## config.mk

```make
export PLATFORM = sky130hd
export DESIGN_NAME = seg_scan_ctrl
export DESIGN_NICKNAME = d
export VERILOG_FILES = /design/src/rtl/seg_scan_ctrl.sv
export SDC_FILE = /design/constraint.sdc
export NUM_CORES = 1
export LEC_CHECK = 0
export CAP_MARGIN = 10
export CELL_PAD_IN_SITES_DETAIL_PLACEMENT = 1
export CELL_PAD_IN_SITES_GLOBAL_PLACEMENT = 1
export CORE_MARGIN = 4
export CORE_UTILIZATION = 36
export DETAILED_ROUTE_END_ITERATION = 10
export MAX_ROUTING_LAYER = met4
export PLACE_DENSITY = 0.75
export SLEW_MARGIN = 0
export SYNTH_ARGS = -nofsm -noshare
export SYNTH_HDL_FRONTEND = slang
export SYNTH_SLANG_ARGS = --single-unit
```

## constraint.sdc

```tcl
create_clock -name clk -period 3.3 [get_ports clk]
set_input_delay 0.66 -clock clk [delete_from_list [all_inputs] [get_ports clk]]
set_output_delay 0.66 -clock clk [all_outputs]
set_load 0.05 [all_outputs]
```

## src/rtl/seg_scan_ctrl.sv

```systemverilog
// Multiplexed seven-segment scan controller: one digit per SCAN_DIV-clock slot,
// double-buffered load that only swaps at frame boundaries, LZ suppression and PWM dimming.
module seg_scan_ctrl #(
    parameter int DIGITS         = 8,
    parameter int SCAN_DIV       = 20000,
    parameter int PWM_BITS       = 4,
    parameter bit SEG_ACTIVE_LOW = 1'b1,
    parameter bit SEL_ACTIVE_LOW = 1'b0
) (
    input  logic                  clk,
    input  logic                  rst_n,
    input  logic [4*DIGITS-1:0]   din,
    input  logic [DIGITS-1:0]     dp_in,
    input  logic [DIGITS-1:0]     blank_in,
    input  logic                  din_vld,
    output logic                  din_rdy,
    input  logic                  lz_en,
    input  logic [PWM_BITS-1:0]   bright,
    output logic [DIGITS-1:0]     sel,
    output logic [7:0]            seg,
    output logic                  frame_done
);

    // The counter must be at least PWM_BITS wide so the PWM phase slice always exists.
    localparam int CNT_RAW_W = (SCAN_DIV > 1) ? $clog2(SCAN_DIV) : 1;
    localparam int CNT_W     = (CNT_RAW_W > PWM_BITS) ? CNT_RAW_W : PWM_BITS;
    localparam int IDX_W     = (DIGITS > 1) ? $clog2(DIGITS) : 1;

    localparam logic [CNT_W-1:0]    CNT_LAST    = CNT_W'(SCAN_DIV - 1);
    localparam logic [IDX_W-1:0]    IDX_LAST    = IDX_W'(DIGITS - 1);
    localparam logic [PWM_BITS-1:0] BRIGHT_FULL = '1;

    logic [CNT_W-1:0]    cnt;
    logic [IDX_W-1:0]    idx;
    logic                slot_end;
    logic                frame_end;
    logic                load;

    logic                full;
    logic [4*DIGITS-1:0] pend_din;
    logic [DIGITS-1:0]   pend_dp;
    logic [DIGITS-1:0]   pend_blank;
    logic [4*DIGITS-1:0] act_din;
    logic [DIGITS-1:0]   act_dp;
    logic [DIGITS-1:0]   act_blank;

    logic [3:0]          nib;
    logic                dp_cur;
    logic                blank_cur;
    logic                suppress_cur;
    logic                zero_tail;
    logic [DIGITS-1:0]   suppress;
    logic                pwm_on;
    logic                lit;
    logic [7:0]          code_low;
    logic [7:0]          seg_on;
    logic [DIGITS-1:0]   sel_on;
    logic                wrap_q;

    function automatic logic [7:0] hex_to_seg_low(input logic [3:0] h);
        case (h)
            4'h0:    return 8'hC0;
            4'h1:    return 8'hF9;
            4'h2:    return 8'hA4;
            4'h3:    return 8'hB0;
            4'h4:    return 8'h99;
            4'h5:    return 8'h92;
            4'h6:    return 8'h82;
            4'h7:    return 8'hF8;
            4'h8:    return 8'h80;
            4'h9:    return 8'h90;
            4'hA:    return 8'h88;
            4'hB:    return 8'h83;
            4'hC:    return 8'hC6;
            4'hD:    return 8'hA1;
            4'hE:    return 8'h86;
            default: return 8'h8E;
        endcase
    endfunction

    assign slot_end  = (cnt == CNT_LAST);
    assign frame_end = slot_end && (idx == IDX_LAST);
    assign load      = din_vld && !full;
    assign din_rdy   = !full;

    always_ff @(posedge clk or negedge rst_n) begin
        if (!rst_n) begin
            cnt <= '0;
            idx <= '0;
        end else if (slot_end) begin
            cnt <= '0;
            idx <= (idx == IDX_LAST) ? '0 : idx + IDX_W'(1);
        end else begin
            cnt <= cnt + CNT_W'(1);
        end
    end

    // A load landing on the boundary cycle sees full=0 there, so it parks until the next frame.
    always_ff @(posedge clk or negedge rst_n) begin
        if (!rst_n) begin
            full       <= 1'b0;
            pend_din   <= '0;
            pend_dp    <= '0;
            pend_blank <= '0;
            act_din    <= '0;
            act_dp     <= '0;
            act_blank  <= '0;
        end else begin
            if (frame_end && full) begin
                act_din   <= pend_din;
                act_dp    <= pend_dp;
                act_blank <= pend_blank;
            end
            if (load) begin
                pend_din   <= din;
                pend_dp    <= dp_in;
                pend_blank <= blank_in;
            end
            if (load) begin
                full <= 1'b1;
            end else if (frame_end) begin
                full <= 1'b0;
            end
        end
    end

    // Walk from the top digit down: a digit is suppressible while everything above it is blank-zero.
    always_comb begin
        zero_tail = 1'b1;
        suppress  = '0;
        for (int k = DIGITS - 1; k >= 0; k--) begin
            zero_tail   = zero_tail && (act_din[4*k +: 4] == 4'h0) && !act_dp[k];
            suppress[k] = zero_tail && (k != 0);
        end
    end

    always_comb begin
        nib          = 4'h0;
        dp_cur       = 1'b0;
        blank_cur    = 1'b0;
        suppress_cur = 1'b0;
        for (int i = 0; i < DIGITS; i++) begin
            if (idx == IDX_W'(i)) begin
                nib          = act_din[4*i +: 4];
                dp_cur       = act_dp[i];
                blank_cur    = act_blank[i];
                suppress_cur = suppress[i];
            end
        end
    end

    always_comb begin
        pwm_on   = (bright == BRIGHT_FULL) || (cnt[PWM_BITS-1:0] < bright);
        lit      = pwm_on && !blank_cur && !(lz_en && suppress_cur);
        code_low = hex_to_seg_low(nib) & {~dp_cur, 7'h7F};
        seg_on   = lit ? ~code_low : 8'h00;
        sel_on   = lit ? (DIGITS'(1) << idx) : '0;
    end

    // frame_done is delayed one extra stage so it lines up with digit 0 on the pins.
    always_ff @(posedge clk or negedge rst_n) begin
        if (!rst_n) begin
            sel        <= {DIGITS{SEL_ACTIVE_LOW}};
            seg        <= {8{SEG_ACTIVE_LOW}};
            wrap_q     <= 1'b0;
            frame_done <= 1'b0;
        end else begin
            sel        <= sel_on ^ {DIGITS{SEL_ACTIVE_LOW}};
            seg        <= seg_on ^ {8{SEG_ACTIVE_LOW}};
            wrap_q     <= frame_end;
            frame_done <= wrap_q;
        end
    end

endmodule

```

# Word-level counts from Yosys, hierarchy flattened
# Memories as Yosys holds them, arrays and structs flattened.
# Cells that the tools add are included.
dict set report totals {
  mem_bits_ro 112
  memories 1
  register_bits 133
  out_inout_bits 18
  input_bits 56
}
# name depth word_bits rd rd_ports_with_merged_regs wr line
set mem_list {}
lappend mem_list {{(no name shown)} 16 7 1 0 0 61} ;# case (h)
dict set report classes {
  n_reduce_logical 39
  add_sub_neg 2
  order_cmp 1
  eq_ne 9
  muxes 37
  shift 1
  bitwise_logic 4
}
# operator count
set op_table {}
lappend op_table {{$mux W4} 8}
lappend op_table {{$logic_not A4 Y1} 7}
lappend op_table {{$mux W1} 25}
lappend op_table {{$logic_and A1 B1 Y1} 19}
lappend op_table {{$mux W8} 2}
lappend op_table {{$not A8 Y8} 2}
lappend op_table {{$add A15 B1 Y15 const B} 1}
lappend op_table {{$eq A15 B15 Y1 const B} 1}
lappend op_table {{$mux W15} 1}
lappend op_table {{$eq A3 B3 Y1 const B} 4}
lappend op_table {{$logic_not A1 Y1} 10}
lappend op_table {{$and A8 B8 Y8} 1}
lappend op_table {{$shl A1 B3 Y8 const A} 1}
lappend op_table {{$eq A3 B2 Y1 const B} 2}
lappend op_table {{$eq A4 B4 Y1 const B} 1}
lappend op_table {{$lt A4 B4 Y1} 1}
lappend op_table {{$add A3 B1 Y3 const B} 1}
lappend op_table {{$eq A3 B1 Y1 const B} 1}
lappend op_table {{$logic_not A3 Y1} 1}
lappend op_table {{$mux W3} 1}
lappend op_table {{$reduce_bool A2 Y1} 1}
lappend op_table {{$logic_or A1 B1 Y1} 1}
lappend op_table {{$not A1 Y1} 1}

# Logic depth before layout (Yosys ltp)
# Gate-level depths: netlist of run 1.
dict set report depth {
  ltp_word 26
  ltp_mapped 15
  depth_no_buf 12
}

# Least setup slack after synthesis of run 1
# OpenSTA, ideal clock, no wires.
dict set report synth_path {
  path_type {reg-to-reg}
  start {register idx[2]}
  end {register seg[3]}
  n_path_buf 3
  arrival_time_ns 2.684
  path_stages_with_launch 14
  required_time_ns 3.218
  setup_time_ns 0.082
  synth_period_minus_slack_ns 2.766
  setup_slack_ns 0.534
  cell_sequence {dfrtp_1 -> inv_2 -> buf_2 -> ha_1 -> buf_2 -> clkbuf_1 -> a2111oi_0 -> o22ai_1 -> a21oi_1 -> inv_1 -> ha_1 -> nor3_1 -> o21ai_0 -> o211ai_1}
}
dict set report synth_between {
  elab_chain_len 14
  word_cells_on_any_way 41
  cone_classes {eq/ne (7); mux (24); bitwise (3); reduce/logical (6); memory (1)}
}
# element line
set synth_lines {}
lappend synth_lines {{start: declaration} 34} ;# logic [IDX_W-1:0] idx;
lappend synth_lines {{start signal: assignment} 92} ;# idx <= (idx == IDX_LAST) ? '0 : idx + IDX_W'(1);
lappend synth_lines {{$logic_not A3 Y1} 143} ;# if (idx == IDX_W'(i)) begin
lappend synth_lines {{$mux W4 or $mux W1 (tied branches) (8 in a row)} 143}
lappend synth_lines {{$mem_v2 Z16 W7 or $logic_not A1 Y1 (tied branches)} --}
lappend synth_lines {{$and A8 B8 Y8 or $logic_and A1 B1 Y1 (tied branches)} {155, 154}}
lappend synth_lines {{$not A8 Y8 or $logic_and A1 B1 Y1 (tied branches)} {156, 154}}
lappend synth_lines {{$mux W8 *} 156} ;# seg_on = lit ? ~code_low : 8'h00;
lappend synth_lines {{$not A8 Y8 (no line) *} --}
lappend synth_lines {{end signal: assignment} 164} ;# seg <= {8{SEG_ACTIVE_LOW}};
lappend synth_lines {{end signal: assignment} 169} ;# seg <= seg_on ^ {8{SEG_ACTIVE_LOW}};
lappend synth_lines {{end: declaration} 20} ;# output logic [7:0] seg,
# Mark *: on every way between the ends. The rest lies on a longest branch, timed or not.
# A chain may end at the register's enable or synchronous reset.

# Worst setup path after layout of run 1
dict set report layout_path {
  start {register idx[0]}
  end {register seg[3]}
}
# The elaborated chain is that of the path after synthesis.

==> results.toml, run 1 <==
[run_status]
status = "complete, no violations"

[floorplan]
io-pin-count = 74
initial_core_util = 0.370
die_width_um = 139
dieHeight_um = 139
design.core.area_um2 = 16700
dieArea_um2 = 19300
number_of_placement_rows = 47

[worst_setup_path]
crit_type = "flop to flop"
startpoint_type = "flop"
critPathArrivalTime_ns = 3.33
crit_path_end_kind = "flop"
critical_path_required_ns = 3.64
cpMaxStageDelayCell = "sky130_fd_sc_hd__a2111oi_1"
cp.buffers_inverters = 3
worst_path_cell_chain = "inv_1, ha_1, nand3b_1, a2111oi_1, o22ai_1, a21oi_1, buf_4, inv_1, ha_1, nor3_1, o21ai_0, o211ai_1"
critPathTopFamily = "compound AO/OA/AOI/OAI gates"
cp_max_fo = 7
slowest_delay_ns = 0.48

[layout]
final_instance_area_um2 = 7770
area_growth_pct = 25.7
num-nets-final = 659
most-common-layout-cells = "sky130_fd_sc_hd__dfrtp_1, sky130_fd_sc_hd__clkdlybuf4s50_1, sky130_fd_sc_hd__mux2_2, sky130_fd_sc_hd__nand2_1, sky130_fd_sc_hd__a21oi_1"
fillCellCount = 1758
antennaDiodeCount = 0
fraction_of_layout_instances_using_a_drive_strength_above_1 = 0.242
mostFrequentLayoutCell = "sky130_fd_sc_hd__dfrtp_1"

[timing]
report.final.hold_viol_count = 0
fin_setup_tns_ns = 0
setup_slack_ns = 0.306
report.final.setup_viol = 0
finalHoldWorstSlack_ns = 0.252
worst_clock_skew_ns = 0.0132
fin_crit_sh = 0.907
final_max_slew_violation_count = 0
max_slew_margin = 0.581
fmax_mhz = 334
worst-slew-pin-transition_ns = 0.628
period_needed_ns = 2.99
grt_setup_unrepaired = "no"

[place]
io_buffers = 73
post_dp_cell_area_um2 = 7180
pre_cts_slack_ns = 0.208
globalplace.congestion = 0.869
dp.final_hpwl_um = 11100

[clocking]
ctsHtreeMaxLevel = 4
number_of_clock_sinks = 133
cts-buffers-inserted = 17
cts.hold.buffers_added = 0
skew_pair_late_insertion_delay_ns = 0.42
cts_resized = 0
cts_setup_buffers = 0
root_buffer = "sky130_fd_sc_hd__clkbuf_16"
max-clock-path-buffers = 2
tritoncts = "done"
cts.reportedPaths.clkPinSlew_ns = 0.06

[synthesis]
yosys_warnings = 0
share_of_synthesized_area_occupied_by_flip_flops_and_latches = 0.540
syn_avg_cell_area_um2 = 12.3
synth-edff-count = 0
post_synth_net_total = 576
async_reset_ff_frac = 1.00
synth_top_area_frac = 0.506
largest_cells_by_area_after_synthesis = "sky130_fd_sc_hd__dfrtp_1, sky130_fd_sc_hd__mux2_2, sky130_fd_sc_hd__mux2_4"
post-synth-top-area-cell = "sky130_fd_sc_hd__dfrtp_1"
instance_count_of_the_mapped_netlist = 504
synth-seq-cells = 133
syn_area_um2 = 6180
synth.lib_cells_used.distinct = 60
commonest_register_cell_after_synthesis = "sky130_fd_sc_hd__dfrtp_1"

[power_and_ir_drop]
pwr_density_cell_nw_per_um2 = 489
cellLeakagePower_nw = 3.48
worst_ir_drop_vdd_mv = 0.328
total_power_mw = 3.80

[drt]
vias_per_cell = 5.18
post_route_drc_violation_count = 0
number_of_drc_violations_after_detailed_routing_iteration_0 = 236
detailedRoute.firstPassIterationCount = 4
routed_wirelength_um = 15200
via_count = 4242
routed_wire_length_per_instance_um = 18.6
drt.antenna.violating_nets = 0

[global_route]
first_pass_grt_wire_length_um = 25300
grtUsageTotal = 0.169
first_global_vias = 4669
grt_start_max_net_pins = 57
grt-ovfl-total = 0
grt_antenna_before_repair = 0

[run]
max-cap-violations = 0

[hold_path]
hold_class = "primary input to asynchronous set/reset pin"
[flip-flops by register name, indices dropped and copies added, names as in the netlist]
register / flops
act_blank: 8
sel: 8
pend_dp: 8
cnt: 15
act_din: 32
act_dp: 8
frame_done: 1
seg: 8
idx: 3
pend_din: 32
full: 1
pend_blank: 8
wrap_q: 1
[worst register-to-register path: stages (launching register included)]
cell                        delay (ns)
sky130_fd_sc_hd__dfrtp_1          0.41
sky130_fd_sc_hd__inv_1            0.13
sky130_fd_sc_hd__ha_1             0.36
sky130_fd_sc_hd__nand3b_1         0.12
sky130_fd_sc_hd__a2111oi_1        0.48
sky130_fd_sc_hd__o22ai_1          0.20
sky130_fd_sc_hd__a21oi_1          0.20
sky130_fd_sc_hd__buf_4            0.17
sky130_fd_sc_hd__inv_1            0.08
sky130_fd_sc_hd__ha_1             0.31
sky130_fd_sc_hd__nor3_1           0.21
sky130_fd_sc_hd__o21ai_0          0.11
sky130_fd_sc_hd__o211ai_1         0.13
[metal layers]
metal / vias up / wire length (µm) / GRT usage
li1: 1972 / - / -
met1: 2172 / 6810 / 0.208
met2: 80 / 7690 / 0.278
met3: 18 / 503 / 0.0376
met4: 0 / 227 / 0.0525
met5: - / 0 / -
[cell type report]
class,count,area (µm²),share of cell area
Sequential cell,133,3340,0.430
Multi-Input combinational cell,321,2590,0.334
Timing Repair Buffer,91,888,0.114
Clock buffer,23,488,0.0628
Tap cell,220,275,0.0354
Clock inverter,8,98.8,0.0127
Inverter,23,86.3,0.0111
[synthesized netlist by cell type (2+ instances only)]
| master | count |
|---|---|
| sky130_fd_sc_hd__ha_1 | 16 |
| sky130_fd_sc_hd__clkbuf_2 | 2 |
| sky130_fd_sc_hd__mux2_2 | 64 |
| sky130_fd_sc_hd__nor4_1 | 4 |
| sky130_fd_sc_hd__buf_1 | 5 |
| sky130_fd_sc_hd__or4_1 | 3 |
| sky130_fd_sc_hd__nor2_1 | 21 |
| sky130_fd_sc_hd__o21ai_0 | 20 |
| sky130_fd_sc_hd__o221ai_1 | 5 |
| sky130_fd_sc_hd__a221oi_1 | 2 |
| sky130_fd_sc_hd__a211oi_1 | 4 |
| sky130_fd_sc_hd__a211o_1 | 3 |
| sky130_fd_sc_hd__nand3_1 | 17 |
| sky130_fd_sc_hd__buf_2 | 11 |
| sky130_fd_sc_hd__nor2b_1 | 8 |
| sky130_fd_sc_hd__o2111ai_1 | 2 |
| sky130_fd_sc_hd__buf_12 | 2 |
| sky130_fd_sc_hd__mux2_1 | 5 |
| sky130_fd_sc_hd__nand2_1 | 27 |
| sky130_fd_sc_hd__clkbuf_1 | 4 |
| sky130_fd_sc_hd__nor3_1 | 4 |
| sky130_fd_sc_hd__o211ai_1 | 5 |
| sky130_fd_sc_hd__and2_1 | 6 |
| sky130_fd_sc_hd__nand3b_1 | 3 |
| sky130_fd_sc_hd__and3_1 | 6 |
| sky130_fd_sc_hd__xnor2_1 | 10 |
| sky130_fd_sc_hd__nand4_1 | 3 |
| sky130_fd_sc_hd__or3_1 | 2 |
| sky130_fd_sc_hd__dfstp_2 | 8 |
| sky130_fd_sc_hd__mux2i_1 | 3 |
| sky130_fd_sc_hd__dfrtp_1 | 125 |
| sky130_fd_sc_hd__nor4b_1 | 2 |
| sky130_fd_sc_hd__a31oi_1 | 4 |
| sky130_fd_sc_hd__o22ai_1 | 2 |
| sky130_fd_sc_hd__a21oi_1 | 24 |
| sky130_fd_sc_hd__xor2_1 | 3 |
| sky130_fd_sc_hd__mux2_4 | 20 |
| sky130_fd_sc_hd__a21o_1 | 5 |
| sky130_fd_sc_hd__nand2b_1 | 2 |
| sky130_fd_sc_hd__inv_1 | 22 |
[worst paths after layout]
path	slack, ns	startpoint	end	cells past startpoint
setup reg to reg	0.31	idx[0]$_DFFE_PN0N_	seg[3]$_DFF_PN1_	12
hold reg to reg	0.39	wrap_q$_DFF_PN0_	frame_done$_DFF_PN0_	0
max in group asynchronous	2.14	rst_n	pend_din[7]$_DFFE_PN0P_	2
hold / removal	0.25	rst_n	pend_din[20]$_DFFE_PN0P_	1
min in group clk	0.39	wrap_q$_DFF_PN0_	frame_done$_DFF_PN0_	0
setup / recovery	0.31	idx[0]$_DFFE_PN0N_	seg[3]$_DFF_PN1_	12
[where the power goes]
group / total [mW] / internal [mW] / leakage (nW) / switching, mW
Clock: 1.86 / 1.18 / 0.285 / 0.672
Sequential: 1.75 / 1.71 / 1.73 / 0.0428
Combinational: 0.196 / 0.119 / 1.46 / 0.0765
Total: 3.80 / 3.01 / 3.48 / 0.791
[metrics by stage]
stage,instances,utilization
after global placement,788,0.430
after CTS,819,0.465
after detailed placement,788,0.430
final,819,0.465
after floorplan,504,-
after global routing,819,0.465
[kinds of logic (layout without fill, tap and decap cells)]
group,after synthesis,count (layout),synth area share
simple gates,113,113,0.0969
xor+xnor,13,13,0.0184
flops,133,133,0.540
compound gates,87,87,0.0913
mux,92,92,0.179
fa+ha+maj,16,16,0.0324
buf+inv,50,145,0.0419
No activity file was read; power rests on OpenSTA's default activity.
==> run 2, diff against run 1 <==
--- a/config.mk
+++ b/config.mk
@@ -9,10 +9,10 @@
 export CELL_PAD_IN_SITES_DETAIL_PLACEMENT = 1
 export CELL_PAD_IN_SITES_GLOBAL_PLACEMENT = 1
 export CORE_MARGIN = 4
-export CORE_UTILIZATION = 36
+export CORE_UTILIZATION = 45
 export DETAILED_ROUTE_END_ITERATION = 10
 export MAX_ROUTING_LAYER = met4
-export PLACE_DENSITY = 0.75
+export PLACE_DENSITY = 0.88
 export SLEW_MARGIN = 0
 export SYNTH_ARGS = -nofsm -noshare
 export SYNTH_HDL_FRONTEND = slang
==> results.toml, run 2 (synthesis gave the netlist of run 1 again) <==
[run_status]
status = "complete, no violations"

[global_route]
first_pass_grt_wire_length_um = 26900
grt_antenna_before_repair = 0
grtUsageTotal = 0.226
grt_start_max_net_pins = 68
grt-ovfl-total = 0
first_global_vias = 4926

[clocking]
cts.reportedPaths.clkPinSlew_ns = 0.06
ctsHtreeMaxLevel = 4
root_buffer = "sky130_fd_sc_hd__clkbuf_16"
tritoncts = "done"
cts-buffers-inserted = 17
number_of_clock_sinks = 133
max-clock-path-buffers = 2
skew_pair_late_insertion_delay_ns = 0.42

[place]
pre_cts_slack_ns = 0.251
globalplace.congestion = 0.944
io_buffers = 73
dp.final_hpwl_um = 11500

[power_and_ir_drop]
cellInternalPower_mw = 3.03
pwr_density_cell_nw_per_um2 = 502
power.net_switching_uw = 838
power.share.combinational = 0.051
netSwitchingFraction = 0.217
cellLeakagePower_nw = 3.47
pwr-share-clk = 0.497
relative_contribution_of_sequential_cells_to_total_power = 0.452
worst_ir_drop_vdd_mv = 0.379

[worst_setup_path]
startpoint_type = "flop"
cp_max_fo = 10
critical_path_required_ns = 3.63
crit_type = "flop to flop"
critPathArrivalTime_ns = 3.41
crit_path_end_kind = "flop"

[floorplan]
dieHeight_um = 125
die_width_um = 125
dieArea_um2 = 15700
initial_core_util = 0.463
design.core.area_um2 = 13300
io-pin-count = 74
number_of_placement_rows = 42

[drt]
vias_per_cell = 5.72
via_count = 4426
routed_wire_length_per_instance_um = 21.2
routed_wirelength_um = 16400
drt.antenna.violating_nets = 0
number_of_drc_violations_after_detailed_routing_iteration_0 = 343
detailedRoute.firstPassIterationCount = 6
post_route_drc_violation_count = 0

[run]
max-cap-violations = 0

[timing]
max_slew_margin = 0.482
worst-slew-pin-transition_ns = 0.774
grt_setup_unrepaired = "no"
report.final.setup_viol = 0
worst_clock_skew_ns = 0.00629
fin_setup_tns_ns = 0
period_needed_ns = 3.08
final_max_slew_violation_count = 0
fmax_mhz = 325
setup_slack_ns = 0.220
report.final.hold_viol_count = 0
fin_crit_sh = 0.933

[layout]
fraction_of_layout_instances_using_a_drive_strength_above_1 = 0.241
multiInputGateArea_um2 = 2590
num-nets-final = 657
utilization = 0.578
antennaDiodeCount = 0
area_growth_pct = 24.8
mostFrequentLayoutCell = "sky130_fd_sc_hd__dfrtp_1"
reg.largest.list = "act_din (32), pend_din (32), cnt (15)"
sequential_cell_area_um2 = 3340
most-common-layout-cells = "sky130_fd_sc_hd__dfrtp_1, sky130_fd_sc_hd__clkdlybuf4s50_1, sky130_fd_sc_hd__mux2_2, sky130_fd_sc_hd__nand2_1, sky130_fd_sc_hd__a21oi_1"
fillCellCount = 1395

[hold_path]
hold_class = "primary input to asynchronous set/reset pin"
## run 2: changes by cell type in the layout (fill, tap and decap cells not counted)
cell / previous run / this run
sky130_fd_sc_hd__clkbuf_8: 4 / 1
sky130_fd_sc_hd__clkinvlp_4: 2 / 3
sky130_fd_sc_hd__clkinv_4: 1 / 2
sky130_fd_sc_hd__buf_4: 17 / 15
sky130_fd_sc_hd__bufinv_16: 2 / 3
sky130_fd_sc_hd__inv_6: 0 / 1
## run 2: worst paths after layout
kind | from | to | slack (ns) | cells after the start
worst max-delay path | idx[1]$_DFFE_PN0N_ | seg[3]$_DFF_PN1_ | 0.22 | 12
worst min-delay path | rst_n | act_din[2]$_DFFE_PN0P_ | 0.24 | 1
worst max register to register | idx[1]$_DFFE_PN0N_ | seg[3]$_DFF_PN1_ | 0.22 | 12
worst min register to register | wrap_q$_DFF_PN0_ | frame_done$_DFF_PN0_ | 0.36 | 0
max in group asynchronous | rst_n | seg[5]$_DFF_PN1_ | 2.26 | 2
min in group clk | wrap_q$_DFF_PN0_ | frame_done$_DFF_PN0_ | 0.36 | 0
## run 2: repair_timing
action | CTS | global route
hold endpoints to repair | 0 | 0
setup buffers | 0 | 0
resized for setup | 0 | 1
hold buffers | 0 | 0
setup endpoints to repair | 0 | 1
## run 2: layout make-up
| type | count | share of cell area |
|---|---|---|
| Timing Repair Buffer | 89 | 0.113 |
| Clock inverter | 12 | 0.0200 |
| Sequential cell | 133 | 0.433 |
| Multi-Input combinational cell | 321 | 0.336 |
| Inverter | 23 | 0.0112 |
| Clock buffer | 20 | 0.0579 |
| Tap cell | 176 | 0.0286 |
## run 2: metrics by stage
step | hold slack (ns) | cell area (µm²) | std cells | power (mW)
finish | 0.240 | 7710 | 774 | 3.87
global route | 0.270 | 7710 | 774 | 4.02
CTS | 0.254 | 7710 | 774 | 3.91
detailed placement | 0.345 | 7110 | 742 | 1.97
global placement | 0.337 | 7110 | 742 | 1.96
floorplan | 0.331 | 6180 | 504 | 1.83
## run 2: worst max-delay path: stages (launching register included)
cell and delay (ns):
sky130_fd_sc_hd__dfrtp_1 0.40, sky130_fd_sc_hd__inv_1 0.11, sky130_fd_sc_hd__ha_1 0.35, sky130_fd_sc_hd__a21oi_1 0.14
sky130_fd_sc_hd__a2111oi_1 0.60, sky130_fd_sc_hd__o22ai_1 0.18, sky130_fd_sc_hd__a21oi_1 0.17, sky130_fd_sc_hd__buf_4 0.17
sky130_fd_sc_hd__inv_1 0.08, sky130_fd_sc_hd__ha_1 0.33, sky130_fd_sc_hd__nor3_1 0.23, sky130_fd_sc_hd__o21ai_0 0.11
sky130_fd_sc_hd__o211ai_1 0.13
## run 2: power by group through the flow
| stage | combinational, mW | clock [mW] | sequential (mW) |
|---|---|---|---|
| 5_1_grt | 0.219 | 2.04 | 1.76 |
| 4_1_cts | 0.203 | 1.95 | 1.75 |
| 2_1_floorplan | 0.0692 | 0 | 1.76 |
| 3_5_place_dp | 0.199 | 0 | 1.78 |
| 3_3_place_gp | 0.189 | 0 | 1.77 |
| 6_report | 0.198 | 1.92 | 1.75 |
## run 2: metal layers
| layer | global-route usage | wire length (µm) |
|---|---|---|
| met1 | 0.255 | 6450 |
| met5 | - | 0 |
| met2 | 0.382 | 8590 |
| met3 | 0.0563 | 812 |
| met4 | 0.101 | 573 |
==> run 3, diff against run 2 <==
--- a/config.mk
+++ b/config.mk
@@ -11,6 +11,7 @@
 export CORE_MARGIN = 4
 export CORE_UTILIZATION = 45
 export DETAILED_ROUTE_END_ITERATION = 10
+export GPL_TIMING_DRIVEN = 0
 export MAX_ROUTING_LAYER = met4
 export PLACE_DENSITY = 0.88
 export SLEW_MARGIN = 0
==> results.toml, run 3 (synthesis gave the netlist of run 1 again) <==
[run_status]
status = "complete, no violations"

[drt]
vias_per_cell = 5.66
number_of_drc_violations_after_detailed_routing_iteration_0 = 283
detailedRoute.firstPassIterationCount = 5
routed_wirelength_um = 17100
drt.antenna.violating_nets = 0
post_route_drc_violation_count = 0
via_count = 4469
routed_wire_length_per_instance_um = 21.6

[timing]
worst-slew-pin-transition_ns = 0.685
fin_setup_tns_ns = 0
final_max_slew_violation_count = 0
period_needed_ns = 3.20
report.final.setup_viol = 0
max_slew_margin = 0.544
report.final.hold_viol_count = 0
worst_clock_skew_ns = 0.0102
setup_slack_ns = 0.105
fin_crit_sh = 0.968
fmax_mhz = 313

[global_route]
grtUsageTotal = 0.234
globalRouteMet1Util = 0.273
first_global_vias = 5068
grt_busiest_layer = "met2"
grt.met2_usage = 0.405
globalRouteMet3Util = 0.0593
grt-ovfl-total = 0
first_pass_grt_wire_length_um = 27900
grt_antenna_before_repair = 0
grt_start_max_net_pins = 81

[power_and_ir_drop]
total_power_mw = 3.80
pwr_density_cell_nw_per_um2 = 488
cellLeakagePower_nw = 3.51
worst_ir_drop_vdd_mv = 0.412

[worst_setup_path]
critPathArrivalTime_ns = 3.53
crit_type = "flop to flop"
startpoint_type = "flop"
crit_path_end_kind = "flop"
critical_path_required_ns = 3.64
cp_max_fo = 10

[layout]
finalNonFillerCells = 789
multiInputGateArea_um2 = 2610
area_growth_pct = 25.9
mostFrequentLayoutCell = "sky130_fd_sc_hd__dfrtp_1"
antennaDiodeCount = 0
fillCellCount = 1361
sequential_cell_area_um2 = 3340
reg.largest.list = "act_din (32), pend_din (32), cnt (15)"
final_instance_area_um2 = 7780
num-nets-final = 672
most-common-layout-cells = "sky130_fd_sc_hd__dfrtp_1, sky130_fd_sc_hd__clkdlybuf4s50_1, sky130_fd_sc_hd__mux2_2, sky130_fd_sc_hd__nand2_1, sky130_fd_sc_hd__a21oi_1"
fraction_of_layout_instances_using_a_drive_strength_above_1 = 0.248

[floorplan]
number_of_placement_rows = 42
dieArea_um2 = 15700
dieHeight_um = 125
io-pin-count = 74
design.core.area_um2 = 13300
initial_core_util = 0.463
die_width_um = 125

[clocking]
root_buffer = "sky130_fd_sc_hd__clkbuf_16"
cts-buffers-inserted = 17
cts.hold.buffers_added = 0
max-clock-path-buffers = 2
tritoncts = "done"
number_of_clock_sinks = 133
ctsHtreeMaxLevel = 4
cts.reportedPaths.clkPinSlew_ns = 0.06
skew_pair_late_insertion_delay_ns = 0.43

[hold_path]
hold_class = "primary input to asynchronous set/reset pin"

[place]
pre_cts_slack_ns = -0.325
globalplace.congestion = 0.908
dp.final_hpwl_um = 12200
numPlacedInstances = 754
post_dp_cell_area_um2 = 7160
io_buffers = 73

[run]
max-cap-violations = 0
[run 3: layout make-up]
cell class                      instances  share of cell area
Inverter                               23              0.0111
Tap cell                              176              0.0283
Buffer                                 26              0.0225
Clock buffer                           23              0.0601
Clock inverter                          9              0.0132
Timing Repair Buffer                   78               0.101
Multi-Input combinational cell        321               0.335
Sequential cell                       133               0.429
[run 3: timing repair]
| item | CTS | global route |
|---|---|---|
| resized for setup | 4 | 5 |
| setup buffers | 0 | 4 |
| setup endpoints to repair | 7 | 4 |
| pin swaps | 0 | 1 |
[run 3: path summary, 6_finish.rpt]
kind / from / end / slack (ns) / cells past startpoint
min: rst_n / cnt[7]$_DFF_PN0_ / 0.18 / 1
min in group clk: wrap_q$_DFF_PN0_ / frame_done$_DFF_PN0_ / 0.37 / 0
max: idx[1]$_DFFE_PN0N_ / seg[3]$_DFF_PN1_ / 0.10 / 13
max in group asynchronous: rst_n / pend_blank[7]$_DFFE_PN0P_ / 2.35 / 2
min reg2reg: wrap_q$_DFF_PN0_ / frame_done$_DFF_PN0_ / 0.37 / 0
max reg2reg: idx[1]$_DFFE_PN0N_ / seg[3]$_DFF_PN1_ / 0.10 / 13
[run 3: power breakdown]
group | switching, mW | total [mW] | internal, mW
clock network | 0.707 | 1.85 | 1.15
logic | 0.0783 | 0.197 | 0.119
registers | 0.0435 | 1.75 | 1.70
total | 0.829 | 3.80 | 2.97
[run 3: layer usage]
metal  share of wire  wire, µm
met4           0.015       260
met1            0.41      7010
met3           0.043       741
met2            0.53      9050
met5               0         0
[run 3: critical path, stage by stage (launching register included)]
cell and delay (ns):
sky130_fd_sc_hd__dfrtp_1 0.42, sky130_fd_sc_hd__inv_1 0.11, sky130_fd_sc_hd__ha_1 0.15, sky130_fd_sc_hd__clkbuf_2 0.21
sky130_fd_sc_hd__clkbuf_4 0.24, sky130_fd_sc_hd__a21oi_1 0.09, sky130_fd_sc_hd__a2111oi_2 0.43, sky130_fd_sc_hd__o22ai_1 0.25
sky130_fd_sc_hd__a21oi_4 0.27, sky130_fd_sc_hd__inv_1 0.12, sky130_fd_sc_hd__ha_1 0.33, sky130_fd_sc_hd__nor3_1 0.24
sky130_fd_sc_hd__o21ai_0 0.12, sky130_fd_sc_hd__o211ai_1 0.12
[run 3: stage by stage]
stage | hold slack, ns | utilization
final | 0.180 | 0.583
after detailed placement | 0.357 | 0.537
after CTS | 0.205 | 0.580
after floorplan | 0.331 | -
after global routing | 0.220 | 0.583
after global placement | 0.335 | 0.534
